**src/rtl/iot_mon_pkg.sv**
```systemverilog
// Shared types and width helpers for the IoT multi-channel device monitor.
package iot_mon_pkg;

   typedef enum logic {
      NORMAL = 1'b0,
      ALARM  = 1'b1
   } alarm_state_t;

   // Width of the system total: per-channel width plus headroom for N_CH addends plus a sign guard.
   function automatic int tw_calc(input int n_ch, input int width);
      return width + $clog2(n_ch) + 1;
   endfunction

   function automatic int sel_w(input int n_ch);
      return (n_ch > 1) ? $clog2(n_ch) : 1;
   endfunction

endpackage

```
**src/rtl/iot_mon_if.sv**
```systemverilog
// Event/status bus between the device-event decoder, the monitor and the CSR block.
// Peak-tracking signals exist only when IOT_MON_PEAK_EN is defined.
interface iot_mon_if
   import iot_mon_pkg::*;
#(
   parameter int N_CH  = 4,
   parameter int WIDTH = 8
) ();

   localparam int TW = tw_calc(N_CH, WIDTH);
   localparam int SW = sel_w(N_CH);

   logic [N_CH-1:0]  change;
   logic [N_CH-1:0]  on_off;
   logic [N_CH-1:0]  clr;
   logic [SW-1:0]    rd_sel;
   logic [WIDTH-1:0] rd_count;
   logic [TW-1:0]    total;
   logic             alarm;
   logic [N_CH-1:0]  sat_evt;

`ifdef IOT_MON_PEAK_EN
   logic             peak_clr;
   logic [TW-1:0]    peak;

   modport master (
      output change, on_off, clr, rd_sel, peak_clr,
      input  rd_count, total, alarm, sat_evt, peak
   );

   modport slave (
      input  change, on_off, clr, rd_sel, peak_clr,
      output rd_count, total, alarm, sat_evt, peak
   );
`else
   modport master (
      output change, on_off, clr, rd_sel,
      input  rd_count, total, alarm, sat_evt
   );

   modport slave (
      input  change, on_off, clr, rd_sel,
      output rd_count, total, alarm, sat_evt
   );
`endif

endinterface

```
**src/rtl/iot_chan_counter.sv**
```systemverilog
// One device-group counter: clear/step with wrap or saturation, reporting the applied signed delta.
module iot_chan_counter #(
   parameter int WIDTH = 8,
   parameter int SAT   = 0
) (
   input  logic                    clk,
   input  logic                    rst,
   input  logic                    change,
   input  logic                    on_off,
   input  logic                    clr,
   output logic [WIDTH-1:0]        count,
   output logic signed [WIDTH:0]   delta,
   output logic                    sat_evt
);

   localparam logic [WIDTH-1:0] MAX_CNT = '1;

   logic [WIDTH-1:0] r_count;
   logic             r_sat_evt;
   logic [WIDTH-1:0] w_next;
   logic             w_sat;

   // NOTE: every signal assigned in always_comb gets a default first, so no path can infer a latch.
   always_comb begin
      w_next = r_count;
      w_sat  = 1'b0;
      if (clr) begin
         w_next = '0;
      end else if (change) begin
         if (on_off) begin
            if (SAT != 0 && r_count == MAX_CNT) w_sat  = 1'b1;
            else                                w_next = r_count + 1'b1;
         end else begin
            if (SAT != 0 && r_count == '0)      w_sat  = 1'b1;
            else                                w_next = r_count - 1'b1;
         end
      end
   end

   // Applied change, so the wrap jump and a clear of a full counter are both carried exactly.
   assign delta = $signed({1'b0, w_next}) - $signed({1'b0, r_count});

   // NOTE: state registers use non-blocking assignments so all flops update together on the edge.
   always_ff @(posedge clk or posedge rst) begin
      if (rst) begin
         r_count   <= '0;
         r_sat_evt <= 1'b0;
      end else begin
         r_count   <= w_next;
         r_sat_evt <= w_sat;
      end
   end

   assign count   = r_count;
   assign sat_evt = r_sat_evt;

endmodule

```
**src/rtl/iot_multi_monitor.sv**
```systemverilog
// N-channel active-device monitor: per-group counters, running total, hysteretic alarm.
// Optional peak-total register is built when IOT_MON_PEAK_EN is defined.
module iot_multi_monitor
   import iot_mon_pkg::*;
#(
   parameter int N_CH      = 4,
   parameter int WIDTH     = 8,
   parameter int SAT       = 0,
   parameter int HI_THRESH = 512,
   parameter int LO_THRESH = 384
) (
   input  logic  clk,
   input  logic  rst,
   iot_mon_if.slave bus
);

   localparam int TW = tw_calc(N_CH, WIDTH);
   localparam int SW = sel_w(N_CH);
   localparam logic [TW-1:0] HI_T = TW'(HI_THRESH);
   localparam logic [TW-1:0] LO_T = TW'(LO_THRESH);

   logic [WIDTH-1:0]        w_count [N_CH];
   logic signed [WIDTH:0]   w_delta [N_CH];
   logic [N_CH-1:0]         w_sat_evt;
   logic signed [TW-1:0]    w_delta_sum;
   logic [WIDTH-1:0]        w_rd_tbl [2**SW];

   logic [TW-1:0]           r_total;
   alarm_state_t            r_state;
   logic                    r_alarm;

   for (genvar g = 0; g < N_CH; g++) begin : g_chan
      iot_chan_counter #(
         .WIDTH (WIDTH),
         .SAT   (SAT)
      ) u_chan (
         .clk     (clk),
         .rst     (rst),
         .change  (bus.change[g]),
         .on_off  (bus.on_off[g]),
         .clr     (bus.clr[g]),
         .count   (w_count[g]),
         .delta   (w_delta[g]),
         .sat_evt (w_sat_evt[g])
      );
   end

   // TW holds N_CH * (2^WIDTH-1) in either sign, so the signed sum cannot overflow.
   always_comb begin
      w_delta_sum = '0;
      for (int i = 0; i < N_CH; i++) begin
         w_delta_sum = w_delta_sum + TW'(w_delta[i]);
      end
   end

   always_ff @(posedge clk or posedge rst) begin
      if (rst) r_total <= '0;
      else     r_total <= r_total + $unsigned(w_delta_sum);
   end

   always_ff @(posedge clk or posedge rst) begin
      if (rst) begin
         r_state <= NORMAL;
         r_alarm <= 1'b0;
      end else begin
         case (r_state)
            NORMAL: if (r_total >= HI_T) begin
               r_state <= ALARM;
               r_alarm <= 1'b1;
            end
            ALARM: if (r_total <= LO_T) begin
               r_state <= NORMAL;
               r_alarm <= 1'b0;
            end
            default: begin
               r_state <= NORMAL;
               r_alarm <= 1'b0;
            end
         endcase
      end
   end

   // Zero-padded lookup so an out-of-range select reads 0 without a compare.
   for (genvar r = 0; r < 2**SW; r++) begin : g_rd
      if (r < N_CH) begin : g_hit
         assign w_rd_tbl[r] = w_count[r];
      end else begin : g_pad
         assign w_rd_tbl[r] = '0;
      end
   end

   assign bus.rd_count = w_rd_tbl[bus.rd_sel];
   assign bus.total    = r_total;
   assign bus.alarm    = r_alarm;
   assign bus.sat_evt  = w_sat_evt;

`ifdef IOT_MON_PEAK_EN
   logic [TW-1:0] r_peak;

   always_ff @(posedge clk or posedge rst) begin
      if (rst)                    r_peak <= '0;
      else if (bus.peak_clr)      r_peak <= r_total;
      else if (r_total > r_peak)  r_peak <= r_total;
   end

   assign bus.peak = r_peak;
`else
`endif

endmodule

```
**src/flat_wrapper.sv**
```systemverilog
// flat-port wrapper written by rule: the top's interface ports become plain ports
module iot_multi_monitor_flat import iot_mon_pkg::*;
#(
   parameter int N_CH      = 4,
   parameter int WIDTH     = 8,
   parameter int SAT       = 0,
   parameter int HI_THRESH = 512,
   parameter int LO_THRESH = 384
)
  (clk, rst, bus_change, bus_on_off, bus_clr, bus_rd_sel, bus_rd_count, bus_total, bus_alarm, bus_sat_evt);
  iot_mon_if #(.N_CH(N_CH), .WIDTH(WIDTH)) bus_i ();
  input  logic clk;
  input  logic rst;
  input wire logic [$bits(bus_i.change)-1:0] bus_change;
  input wire logic [$bits(bus_i.on_off)-1:0] bus_on_off;
  input wire logic [$bits(bus_i.clr)-1:0] bus_clr;
  input wire logic [$bits(bus_i.rd_sel)-1:0] bus_rd_sel;
  output wire logic [$bits(bus_i.rd_count)-1:0] bus_rd_count;
  output wire logic [$bits(bus_i.total)-1:0] bus_total;
  output wire logic [$bits(bus_i.alarm)-1:0] bus_alarm;
  output wire logic [$bits(bus_i.sat_evt)-1:0] bus_sat_evt;
  assign bus_i.change = bus_change;
  assign bus_i.on_off = bus_on_off;
  assign bus_i.clr = bus_clr;
  assign bus_i.rd_sel = bus_rd_sel;
  assign bus_rd_count = bus_i.rd_count;
  assign bus_total = bus_i.total;
  assign bus_alarm = bus_i.alarm;
  assign bus_sat_evt = bus_i.sat_evt;
  iot_multi_monitor #(.N_CH(N_CH), .WIDTH(WIDTH), .SAT(SAT), .HI_THRESH(HI_THRESH), .LO_THRESH(LO_THRESH)) u_core (.clk(clk), .rst(rst), .bus(bus_i));
endmodule
```
**config.mk**
```make
export PLATFORM = sky130hd
export DESIGN_NAME = iot_multi_monitor_flat
export DESIGN_NICKNAME = d
export VERILOG_FILES = /design/src/rtl/iot_mon_pkg.sv /design/src/rtl/iot_mon_if.sv /design/src/rtl/iot_chan_counter.sv /design/src/rtl/iot_multi_monitor.sv /design/src/flat_wrapper.sv
export SDC_FILE = /design/constraint.sdc
export NUM_CORES = 1
export LEC_CHECK = 0
export ABC_AREA = 1
export CAP_MARGIN = 10
export CELL_PAD_IN_SITES_DETAIL_PLACEMENT = 0
export CELL_PAD_IN_SITES_GLOBAL_PLACEMENT = 2
export CORE_ASPECT_RATIO = 0.75
export CORE_MARGIN = 2
export CORE_UTILIZATION = 30
export DETAILED_ROUTE_END_ITERATION = 10
export PLACE_DENSITY = 0.77
export SYNTH_ARGS = -nofsm -noshare
export SYNTH_HDL_FRONTEND = slang
export SYNTH_SLANG_ARGS = --single-unit
```
**constraint.sdc**
```tcl
create_clock -name clk -period 6.1 [get_ports clk]
set_clock_uncertainty 0.15 [all_clocks]
set_input_delay 1.83 -clock clk [delete_from_list [all_inputs] [get_ports clk]]
set_output_delay 1.83 -clock clk [all_outputs]
set_load 0.03 [all_outputs]
```
==> Flow_metrics.wiki, run 1 <==
{| class="wikitable"
! Metric !! Value
|-
| Post-route setup slack || -147 ps
|-
| CTS Buf Count || 5
|-
| Setup slack on the worst flop-to-flop path || 1210 ps
|-
| Highest metal layer used by the detailed router || met4
|-
| Class of the worst hold path || reg -> reg
|-
| Vias in the first global route || 5714
|-
| Number of detailed-route iterations in the first pass || 5
|-
| Most common cell after layout, fill and taps aside || nand2_1
|-
| Fraction of the yosys area taken by sequential cells || 19.3%
|-
| First-pass GRT wire length || 28.7 mm
|-
| Count of final setup violators || 7
|-
| Largest fanout on the critical path || 7
|-
| Biggest area consumer among synthesized cells || dfrtp_1
|-
| Element type at the critical path start || primary input
|-
| Syn. warnings || 0
|-
| Non-Filler Instances || 1250
|-
| Remaining routing DRC violations || 0
|-
| Initial antenna violation count || 0
|-
| Register bit count reported by yosys || 45
|-
| Hold path startpoint || u_core.r_state$_DFF_PP0_
|-
| Violated checks || setup timing
|-
| Mean instance size in the synthesized netlist || 6.97 um2
|-
| Per-cell via count in the routed design || 4.48
|-
| Post-route ant nets || 0
|-
| Number of maximum-capacitance violations || 0
|-
| Top cells by area in the synthesized netlist || dfrtp_1, ha_1, nand2_1, fa_1, inv_1
|-
| Worst Hold Endpoint || u_core.bus.alarm$_DFFE_PP0P_
|-
| Data required time at the worst endpoint || 6140 ps
|-
| Met3 Wirelength || 596 um
|-
| Fraction of final layout cells sized beyond drive strength 1 || 31.7%
|-
| Final core utilization || 44.9%
|-
| Clock tree sinks || 45
|-
| Number of hold buffers added after cts || 0
|-
| Launch instance of the worst register-to-register path || u_core.g_chan[2].u_chan.count[0]$_DFF_PP0_
|-
| WL met2 || 7.31 mm
|-
| Worst R2R End || u_core.bus.total[10]$_DFF_PP0_
|-
| Routed wirelength normalized by instance count || 13.9 um
|-
| Number of distinct library cell variants in the gate-level netlist after synthesis || 33
|-
| H-Tree Depth || 2
|-
| Status || finished with violations
|-
| Detailed-routing wirelength on met1 || 9.33 mm
|-
| Buffer cell driving the clock tree root || clkbuf_16
|-
| Top achievable clock speed || 0.160 GHz
|-
| Max-Slew Margin vs Limit || 30.6%
|-
| Clock period minus worst slack || 6250 ps
|-
| Highest-count cells in the layout ignoring fill and taps || nand2_1, inv_1, buf_4
|-
| Setup crit end kind || flop
|-
| Setup repair after global routing missed its margin || true
|-
| Top cell type's share of synthesized area || 19.3%
|-
| Final wirelength || 17.4 mm
|-
| R2R depth || 25
|-
| Type of the worst setup path || in -> reg
|-
| Clock tree from TritonCTS || done
|-
| Cell Rows || 44
|-
| Core box area || 19200 um2
|-
| DP Cell Count || 1223
|-
| Hold Violations, Final || 0
|-
| Clock Pin Slew Worst Setup and Hold Paths || 60 ps
|-
| Skew-Pair Late Insertion Delay || 300 ps
|-
| Summed instance area of the synthesized netlist || 5840 um2
|-
| I/O pin count || 40
|-
| Pin slew with the least headroom to its limit || 1040 ps
|-
| Overall via count from detail_route || 5598
|-
| Layout filler cell count || 1928
|-
| Final critical-path share of the clock period || 102%
|-
| Synth Instances || 837
|-
| Horizontal extent of the die || 165 um
|-
| Data arrival time at the worst-slack endpoint || 6290 ps
|-
| Iteration-0 DRC Markers || 278
|-
| Largest net degree at the start of global routing || 46
|-
| GP Congestion || 0.808
|-
| Initial core utilization || 30.4%
|-
| Number of inserted diodes || 0
|-
| Combined global-route utilization of all metal layers || 17.6%
|-
| Number of I/O port buffers || 35
|-
| Instance count along the most critical hold path || 1
|-
| Die area || 20600 um2
|-
| WHS || 318 ps
|-
| Overall overflow remaining after global route || 0
|-
| Deepest clock path buffer count || 2
|-
| Nets@finish || 1112
|-
| Area growth from synthesis to layout || 47.8%
|-
| Number of pins exceeding their max-slew limit in the final report || 0
|-
| HPWL after DPL || 13.8 mm
|-
| Height of the die || 125 um
|}
## Yosys cell counts
master and n:
nand2_1 205, inv_1 177, a21oi_1 67, nand3_1 64, ha_1 63, dfrtp_1 45
fa_1 36, nor2_1 34, o21ai_0 29, xor2_1 16, nand4_1 15, xnor2_1 14
nor3_1 10, nand3b_1 7, o22ai_1 7, buf_4 5, inv_2 5, nand2_2 5
o21a_1 4, buf_2 3, nand2_4 3, nor2_2 3, o21ai_2 3, or2_1 3
a31oi_1 2, nand3_2 2, nor2_4 2, o21bai_1 2, or2_2 2, a21o_1 1
and2_1 1, conb_1 1, o21ai_1 1
## layout make-up
cell class	instances	area, um2	share of cell area [%]
repair buffers	158	1330	15.4
clock buffers	7	143	1.65
flip-flops and latches	45	1130	13.1
well taps	253	317	3.67
multi-input cells	605	5010	58.1
inverters	182	701	8.12
## how the worst max path moves through the flow
stage / endpoint / start / depth (start not counted)
floorplan: u_core.bus.total[9]$_DFF_PP0_ / bus_on_off[3] / 22
global placement: u_core.bus.total[10]$_DFF_PP0_ / bus_on_off[1] / 26
detailed placement: u_core.bus.total[10]$_DFF_PP0_ / bus_on_off[1] / 29
CTS: u_core.bus.total[10]$_DFF_PP0_ / bus_on_off[2] / 27
global route: u_core.bus.total[10]$_DFF_PP0_ / bus_on_off[3] / 28
finish: u_core.bus.total[10]$_DFF_PP0_ / bus_on_off[3] / 25
## stage by stage
stage	setup TNS [ps]	setup WS (ps)	area, um2
after global placement	-8360	-1080	7470
after global routing	-2040	-354	8630
after detailed placement	-7990	-1060	7470
after floorplan	-128	-81.4	6070
after CTS	-560	-178	8170
final	-696	-147	8630
## timing repair
item	in CTS	in global routing
setup endpoints to repair	9	8
resized for setup	106	71
pin swaps	68	60
setup buffers	13	8
endpoints found under the hold margin	0	0
## worst max-delay path, stage by stage
cell and delay [ps]:
buf_8 80, clkinvlp_4 180, fa_2 470, buf_6 150
xnor2_4 120, o22ai_2 160, ha_4 260, buf_4 160
nand3_1 90, nand2_2 110, xor2_2 180, fa_1 540
inv_2 50, fa_1 520, fa_1 540, inv_2 50
ha_4 260, nand2_4 80, nor2_1 40, nand2_1 60
nand3_2 110, nand2_2 110, nand2_1 50, nand2_1 60
nand2_1 40
## state kept, by name (all words and copies together) (netlist names)
signal	flops
u_core.bus.alarm	1
u_core.bus.total	11
u_core.g_chan.u_chan.count	32
u_core.r_state	1
## per-layer routing
layer | vias up | track usage, %
met3 | 12 | 2.10
met5 | - | 0
met1 | 2569 | 27.6
met4 | 0 | 2.71
li1 | 2970 | -
met2 | 47 | 25.9
## cell families (layout without fill, tap and decap cells)
kind of cell | count (synthesis) | count (layout) | share of synthesized area (%)
DFF | 45 | 45 | 19.3
adders and majority gates | 99 | 99 | 25.9
AOI/OAI and AO/OA | 116 | 116 | 10.6
and+or+nand+nor | 356 | 356 | 27.0
xor gates and xnor gates | 30 | 30 | 4.50
buffers and inverters | 190 | 347 | 12.6
other | 1 | 4 | 0.0643
Power of run 1 is not shown: default switching activity piles up to over one toggle a cycle in this logic, so the estimate is an artifact.
==> run 2: changes to the inputs <==
- SKIP_LAST_GASP: not set -> 1
==> run 2 against run 1 <==
Effect of this change:
- global-route usage barely moved
- flip-flop and latch count did not move
- the run still ends with setup timing left
- setup slack got worse by 3.0 ps
- routed wire length fell by 0.88%
- worst hold slack barely moved
- non-clock buffer count rose by 1
- final area fell by 0.88%
- sequential share of layout area rose by 0.12 points
- critical endpoint unchanged
- die area did not move
==> Flow_metrics.wiki, run 2 (synthesis gave the netlist of run 1 again) <==
{| class="wikitable"
! Metric !! Value
|-
| CTS Buf Count || 5
|-
| Final wirelength || 17.3 mm
|-
| Remaining routing DRC violations || 0
|-
| I/O pin count || 40
|-
| HPWL after DPL || 13.8 mm
|-
| Area growth from synthesis to layout || 46.5%
|-
| Slowest cell on the critical path || fa_1
|-
| Fraction of final layout cells sized beyond drive strength 1 || 31.4%
|-
| Buffer cell driving the clock tree root || clkbuf_16
|-
| Max stage delay on crit path || 500 ps
|-
| Number of flip-flops under the largest register name || 32
|-
| Nets@finish || 1113
|-
| Cell Rows || 44
|-
| Clock Pin Slew Worst Setup and Hold Paths || 60 ps
|-
| Per-cell via count in the routed design || 4.47
|-
| Class of the worst hold path || reg -> reg
|-
| Vias in the first global route || 5712
|-
| Overall via count from detail_route || 5596
|-
| Die area || 20600 um2
|-
| Initial antenna violation count || 0
|-
| Layout filler cell count || 1930
|-
| Overall overflow remaining after global route || 0
|-
| Initial core utilization || 30.4%
|-
| Core box area || 19200 um2
|-
| Setup repair after global routing missed its margin || true
|-
| Element type at the critical path start || primary input
|-
| Number of I/O port buffers || 35
|-
| Highest-count cells in the layout ignoring fill and taps || nand2_1, inv_1, buf_4
|-
| Final critical-path share of the clock period || 102%
|-
| First-pass GRT wire length || 28.7 mm
|-
| Number of detailed-route iterations in the first pass || 5
|-
| Combined global-route utilization of all metal layers || 17.5%
|-
| Area taken by flip-flops and latches || 1130 um2
|-
| Number of maximum-capacitance violations || 0
|-
| Most frequent cell on the critical path || nand2_1
|-
| Top Family by Delay on Critical Path || adder cells
|-
| Iteration-0 DRC Markers || 276
|-
| Setup crit end kind || flop
|-
| Count of final setup violators || 7
|-
| H-Tree Depth || 2
|-
| Number of pins exceeding their max-slew limit in the final report || 0
|-
| Pin slew with the least headroom to its limit || 1040 ps
|-
| Hold Violations, Final || 0
|-
| GP Congestion || 0.808
|-
| Horizontal extent of the die || 165 um
|-
| Data required time at the worst endpoint || 6140 ps
|-
| Area of the multi-input gates || 4920 um2
|-
| Routed wirelength normalized by instance count || 13.8 um
|-
| Status || finished with violations
|-
| Data arrival time at the worst-slack endpoint || 6290 ps
|-
| Top achievable clock speed || 0.160 GHz
|-
| WHS || 318 ps
|-
| Clock tree sinks || 45
|-
| Clock tree from TritonCTS || done
|-
| Post-route setup slack || -150 ps
|-
| Max-Slew Margin vs Limit || 30.3%
|-
| Type of the worst setup path || in -> reg
|-
| Most common cell after layout, fill and taps aside || nand2_1
|-
| Post-route ant nets || 0
|-
| Number of inserted diodes || 0
|-
| Largest net degree at the start of global routing || 46
|-
| Height of the die || 125 um
|-
| Deepest clock path buffer count || 2
|-
| Number of hold buffers added after cts || 0
|-
| Worst path bufs/invs || 7
|-
| Skew-Pair Late Insertion Delay || 300 ps
|-
| Clock period minus worst slack || 6250 ps
|-
| Largest fanout on the critical path || 7
|-
| Violated checks || setup timing
|}
## run 2: path summary, 6_finish.rpt
path | from | end | slack [ps] | depth (start not counted)
hold reg to reg | u_core.r_state$_DFF_PP0_ | u_core.bus.alarm$_DFFE_PP0P_ | 320 | 1
max in group asynchronous | rst | u_core.g_chan[0].u_chan.count[5]$_DFF_PP0_ | 3200 | 2
setup / recovery | bus_on_off[3] | u_core.bus.total[10]$_DFF_PP0_ | -150 | 25
min in group asynchronous | rst | u_core.g_chan[2].u_chan.count[6]$_DFF_PP0_ | 1960 | 2
hold / removal | u_core.r_state$_DFF_PP0_ | u_core.bus.alarm$_DFFE_PP0P_ | 320 | 1
setup reg to reg | u_core.g_chan[2].u_chan.count[0]$_DFF_PP0_ | u_core.bus.total[10]$_DFF_PP0_ | 1200 | 25
## run 2: layout make-up
| cell class | count | area share [%] |
|---|---|---|
| clock buffers | 7 | 1.67 |
| inverters | 182 | 8.20 |
| multi-input cells | 605 | 57.6 |
| flip-flops and latches | 45 | 13.2 |
| well taps | 253 | 3.70 |
| repair buffers | 159 | 15.7 |
## run 2: repair_timing
action,CTS,global route
pin swaps,67,59
endpoints found under the setup margin,9,8
hold endpoints to repair,0,0
setup buffers,13,8
resized for setup,104,62
## run 2: through the flow
step                      setup slack [ps]  TNS, ps  std cells  area [um2]  util [%]
after floorplan                      -81.4     -128        840        6070         -
after global placement               -1080    -8360       1223        7470      38.9
after detailed placement             -1060    -7990       1223        7470      38.9
after CTS                             -178     -574       1243        8160      42.5
after global routing                  -349    -2040       1251        8550      44.5
final                                 -150     -644       1251        8550      44.5
## run 2: layer usage
layer	vias to the layer above	wire [um]	global-route usage, %
li1	2970	-	-
met5	-	0	0
met2	44	7250	25.9
met1	2574	9310	27.6
met4	0	93	2.71
met3	8	599	2.10
Power of run 2 is left out for the same reason.
==> RTL edit 1, RTL diff (settings of run 1) <==
`N_CH` is set to 4 in 3 places; all go to 8.
--- a/src/rtl/iot_mon_if.sv
+++ b/src/rtl/iot_mon_if.sv
@@ -3,7 +3,7 @@
 interface iot_mon_if
    import iot_mon_pkg::*;
 #(
-   parameter int N_CH  = 4,
+   parameter int N_CH  = 8,
    parameter int WIDTH = 8
 ) ();
 
--- a/src/rtl/iot_multi_monitor.sv
+++ b/src/rtl/iot_multi_monitor.sv
@@ -3,7 +3,7 @@
 module iot_multi_monitor
    import iot_mon_pkg::*;
 #(
-   parameter int N_CH      = 4,
+   parameter int N_CH      = 8,
    parameter int WIDTH     = 8,
    parameter int SAT       = 0,
    parameter int HI_THRESH = 512,
--- a/src/flat_wrapper.sv
+++ b/src/flat_wrapper.sv
@@ -1,7 +1,7 @@
 // flat-port wrapper written by rule: the top's interface ports become plain ports
 module iot_multi_monitor_flat import iot_mon_pkg::*;
 #(
-   parameter int N_CH      = 4,
+   parameter int N_CH      = 8,
    parameter int WIDTH     = 8,
    parameter int SAT       = 0,
    parameter int HI_THRESH = 512,
Interface: changed (6 resized); port bits go from 40 to 58. No check against the original RTL was run, so the function may have changed too.
==> RTL edit 1 against run 1 <==
- via count is 100% higher
- routed wire length up 110%
- sequential cell count rose by 33
- setup slack got worse by 1800 ps
- synthesized area is 92% higher
- the run still ends with setup timing left
- die area rose by 89%
- critical endpoint is now u_core.bus.total[11]
- design area rose by 91%
Power is left out: the tool's default activity adds up to more than one toggle a clock period on the data nets, which glitch-free logic cannot reach.
==> RTL edit 1: results (changes against run 1) <==
| Metric | Value |
|---|---|
| Largest net degree at the start of global routing | 42 (-8.7%) |
| Mux cell area share after synthesis | 0 (unchanged) |
| Layout cells sized above 1 | 0.303 (-0.0140) |
| Number of inserted diodes | 0 (unchanged) |
| CTS Buf Count | 9 (+4) |
| HP Class | reg2reg |
| Vias in the first global route | 10,800 (+89%) |
| Fillers | 3,760 (+95%) |
| Final wirelength | 36.8 mm (+110%) |
| CP max-delay cell | fa_1 |
| Cell total after placement | 2,414 (+97%) |
| Final count of hold timing violations | 0 (unchanged) |
| First-pass GRT wire length | 58.0 mm (+100%) |
| Sequential-to-total area share from yosys stat | 0.174 (-0.0187) |
| Adder-cell share of the synthesized area | 0.277 (+0.0180) |
| Initial DRC count | 633 (+130%) |
| Failing checks | setup timing |
| Synth unique cells | 34 (+3.0%) |
| Worst slack, placed | -3060 ps (-2010 ps) |
| Fin nets | 2,190 (+97%) |
| Most frequent cells after synthesis | 361 x nand2_1, 348 x inv_1, 148 x a21oi_1 |
| Worst-Skew Late Latency | 390 ps (+90 ps) |
| PnR worst setup slack | -1980 ps (-1840 ps) |
| Critical Path Fanout Max | 5 (-2) |
| Overall global routing resource usage | 0.195 (+0.0194) |
| Status | finished, violations left |
| Root Driver | clkbuf_16 |
| # setup viols final | 11 (+4) |
| Final HPWL DP | 30.2 mm (+120%) |
| WL per Instance | 14.9 µm (+7.1%) |
| Worst EP arrival | 8210 ps (+1920 ps) |
| Crit path max-delay family | adder cells |
| Slew HR | 0.490 (+0.184) |
| Complex-gate fraction of the synthesized area | 0.147 (+0.0407) |
| Dominant synthesized flop cell | dfrtp_1 |
| Initial antenna violation count | 1 (+1) |
| Asr flop ratio synth | 1.00 (unchanged) |
| Vias per Instance | 4.56 (+1.8%) |
| Largest register FFs | 64 (+100%) |
| Port buffer count | 49 (+40%) |
| Placed cell areas | 15,000 µm² (+100%) |
| Routability cong. | 0.863 (+6.7%) |
| Synth Area in XOR/XNOR | 0.0493 (+0.00424) |
| Syn-to-layout area delta | 46.9% |
| Warnings from Yosys | 0 (unchanged) |
| Crit path largest cell delay | 580 ps (+40 ps) |
| H-Tree Level Count | 3 (+1) |
| Max clock buf depth | 2 (unchanged) |
| Ranking of synthesized cells by area | dfrtp_1 17%, ha_1 14%, fa_1 14%, nand2_1 12%, inv_1 12% |
| TNS Setup | -17,300 ps (-16,610 ps) |
| Cells after Synth | 1,599 (+91%) |
-- RTL edit 1: worst paths after layout --
kind | startpoint | to | slack [ps] | cells past startpoint
worst max-delay path | bus_on_off[0] | u_core.bus.total[11] | -1980 | 39
worst min-delay path | u_core.bus.alarm | u_core.bus.alarm | 380 | 2
min in group asynchronous | rst | u_core.bus.total[1] | 1730 | 2
worst min register to register | u_core.bus.alarm | u_core.bus.alarm | 380 | 2
worst max register to register | u_core.g_chan[0].u_chan.count[1] | u_core.bus.total[11] | -790 | 34
max in group asynchronous | rst | u_core.g_chan[3].u_chan.count[6] | 2980 | 3
-- RTL edit 1: what timing repair did --
action / in CTS / in global routing
setup buffers: 22 / 19
setup endpoints to repair: 11 / 11
gates resized for setup: 128 / 75
pin swaps: 115 / 63
-- RTL edit 1: layout make-up --
type                    count  area share
multi-input cells        1136       0.551
repair buffers            378       0.191
clock buffers              13      0.0158
flip-flops and latches     78       0.119
inverters                 356      0.0824
well taps                 504      0.0383
clock inverters             3     0.00259
-- RTL edit 1: worst reg2reg max path, delay by kind of cell (launching register included) --
| family | cells | cell delay (ps) |
|---|---|---|
| adders and majority gates | 9 | 3650 |
| DFF | 1 | 460 |
| xor gates and xnor gates | 1 | 160 |
| buffers and inverters | 8 | 620 |
| AOI/OAI and AO/OA | 5 | 770 |
| and+or+nand+nor | 11 | 970 |
-- RTL edit 1: layer usage --
metal,up-vias,part of all wire,track usage
met5,-,0.00035,0
met4,2,0.0099,0.0338
met3,26,0.038,0.0290
met2,159,0.41,0.281
met1,5246,0.54,0.305
li1,5815,-,-
==> RTL edit 2, RTL diff (flow settings as in run 1) <==
Made on the original files. Register the output `bus.rd_count`; this adds one clock of latency there.
--- a/src/rtl/iot_multi_monitor.sv
+++ b/src/rtl/iot_multi_monitor.sv
@@ -89,7 +89,9 @@
       end
    end
 
-   assign bus.rd_count = w_rd_tbl[bus.rd_sel];
+   always_ff @(posedge clk) begin
+      bus.rd_count <= w_rd_tbl[bus.rd_sel];
+   end
    assign bus.total    = r_total;
    assign bus.alarm    = r_alarm;
    assign bus.sat_evt  = w_sat_evt;
Formal check against the unedited RTL: not equivalent (a bounded check fails within 4 cycles, from zero or initial values and one cycle with rst high).
==> RTL edit 2 against run 1 <==
- setup slack got worse by 7.7 ps
- the flow still finishes with violations (setup timing)
- sequential cell count increased by 8
- critical endpoint is now u_core.bus.total[9]
- design area increased by 4.3%
- routed wire length increased by 2.9%
- hold slack improved by 16 ps
- synthesized area increased by 0.15%
- fmax decreased by 0.12%
- die area increased by 0.15%
Power is left out: the tool's default activity adds up to more than one toggle a clock period on the data nets, which glitch-free logic cannot reach.
==> RTL edit 2: results (changes against run 1) <==
| Metric | Value |
|---|---|
| Fin nets | 1,131 (+1.7%) |
| Initial DRC count | 207 (-26%) |
| Dominant synthesized flop cell | dfrtp_1 |
| Vias in the first global route | 5,792 (+1.4%) |
| Failing checks | setup timing |
| Number of inserted diodes | 0 (unchanged) |
| Root Driver | clkbuf_16 |
| Overall global routing resource usage | 0.181 (+0.00552) |
| Met2 GRT Util | 0.282 (+0.0233) |
| M1 WL | 9.32 mm (about the same) |
| Initial antenna violation count | 0 (unchanged) |
| Detail Route met3 WL | 441 µm (-26%) |
| Vias per Instance | 4.56 (+1.9%) |
| DRC | 0 (unchanged) |
| DR WL met2 | 7.88 mm (+7.7%) |
| Synth unique cells | 36 (+9.1%) |
| First-pass GRT wire length | 29.2 mm (+1.7%) |
| # setup viols final | 6 (-1) |
| Routability cong. | 0.838 (+3.6%) |
| Fillers | 1,894 (-1.8%) |
| Setup bufs post-CTS | 45 (+32) |
| Worst slack, placed | -1050 ps (+8.68 ps) |
| Port buffer count | 35 (unchanged) |
| CTS Buf Count | 5 (unchanged) |
| Warnings from Yosys | 0 (unchanged) |
| Crit path largest cell delay | between 500 and 600 ps |
| CP max-delay cell | fa_1 |
| Sequential-to-total area share from yosys stat | 0.220 (+0.0271) |
| Status | finished, violations left |
| Final wirelength | 17.9 mm (+2.9%) |
| Ranking of synthesized cells by area | dfrtp_1 19%, ha_1 13%, fa_1 12%, nand2_1 12%, inv_1 11% |
| Crit path max-delay family | adder cells |
| Critical Path Fanout Max | 6 (-1) |
| H-Tree Level Count | 2 (unchanged) |
| Worst-Skew Late Latency | 310 ps |
| GR Util met3 | 0.0246 (+0.00366) |
| Highest routed layer | met4 |
| Met1 usage | 0.265 (-0.0108) |
| Worst EP arrival | 6310 ps (+20 ps) |
| Post_cts resized | 119 (+12%) |
| Asr flop ratio synth | 0.849 (-0.151) |
| Clock-pin slew on the worst setup and hold paths | approximately 70 ps |
| Layout cells sized above 1 | 0.350 (+0.0331) |
| Final HPWL DP | 13.9 mm (+0.37%) |
| Largest register FFs | 32 (unchanged) |
| Max clock buf depth | 2 (unchanged) |
| Detailed Routing Iterations Pass 1 | 4 (-1) |
| HP Class | reg2reg |
| Most frequent cells after synthesis | 188 x nand2_1, 176 x inv_1, 82 x a21oi_1 |
| Slew of the pin with the lowest slew margin | 1080 ps (+42.2 ps) |
| PnR worst setup slack | -155 ps (-7.73 ps) |
## RTL edit 2: cell type report
| class | instances | area [µm²] | share of cell area |
|---|---|---|---|
| multi-input cells | 571 | 4830 | 0.537 |
| flip-flops and latches | 53 | 1290 | 0.143 |
| inverters | 177 | 679 | 0.0755 |
| well taps | 253 | 317 | 0.0352 |
| clock buffers | 8 | 136 | 0.0152 |
| repair buffers | 208 | 1740 | 0.194 |
## RTL edit 2: path summary, 6_finish.rpt
kind | cells after the start | slack, ps | startpoint | to
max in group asynchronous | 2 | 3170 | rst | u_core.g_chan[3].u_chan.count[3]
min | 1 | 330 | u_core.r_state | u_core.bus.alarm
min in group asynchronous | 2 | 1960 | rst | u_core.g_chan[2].u_chan.count[6]
max reg2reg | 23 | 1120 | u_core.g_chan[3].u_chan.count[0] | u_core.bus.total[9]
min reg2reg | 1 | 330 | u_core.r_state | u_core.bus.alarm
max | 24 | -150 | bus_on_off[1] | u_core.bus.total[9]
## RTL edit 2: cell families (layout without fill, tap and decap cells)
group | after synthesis | in the layout | synth area share
xor gates and xnor gates | 35 | 35 | 0.0525
AOI/OAI and AO/OA | 132 | 132 | 0.123
other | 1 | 4 | 0.000642
and+or+nand+nor | 301 | 301 | 0.220
DFF | 53 | 53 | 0.220
adders and majority gates | 99 | 99 | 0.258
buffers and inverters | 187 | 393 | 0.125
## RTL edit 2: through the flow
step           cells  utilization  cell area, µm²  TNS, ps  hold WS, ps
2_1_floorplan    811            -            6030     -213          294
3_3_place_gp    1211        0.393            7560    -7690          323
3_5_place_dp    1211        0.393            7560    -7940          312
4_1_cts         1264        0.451            8660     -273          333
5_1_grt         1270        0.468            8990    -2060          369
6_report        1270        0.468            8990     -551          334
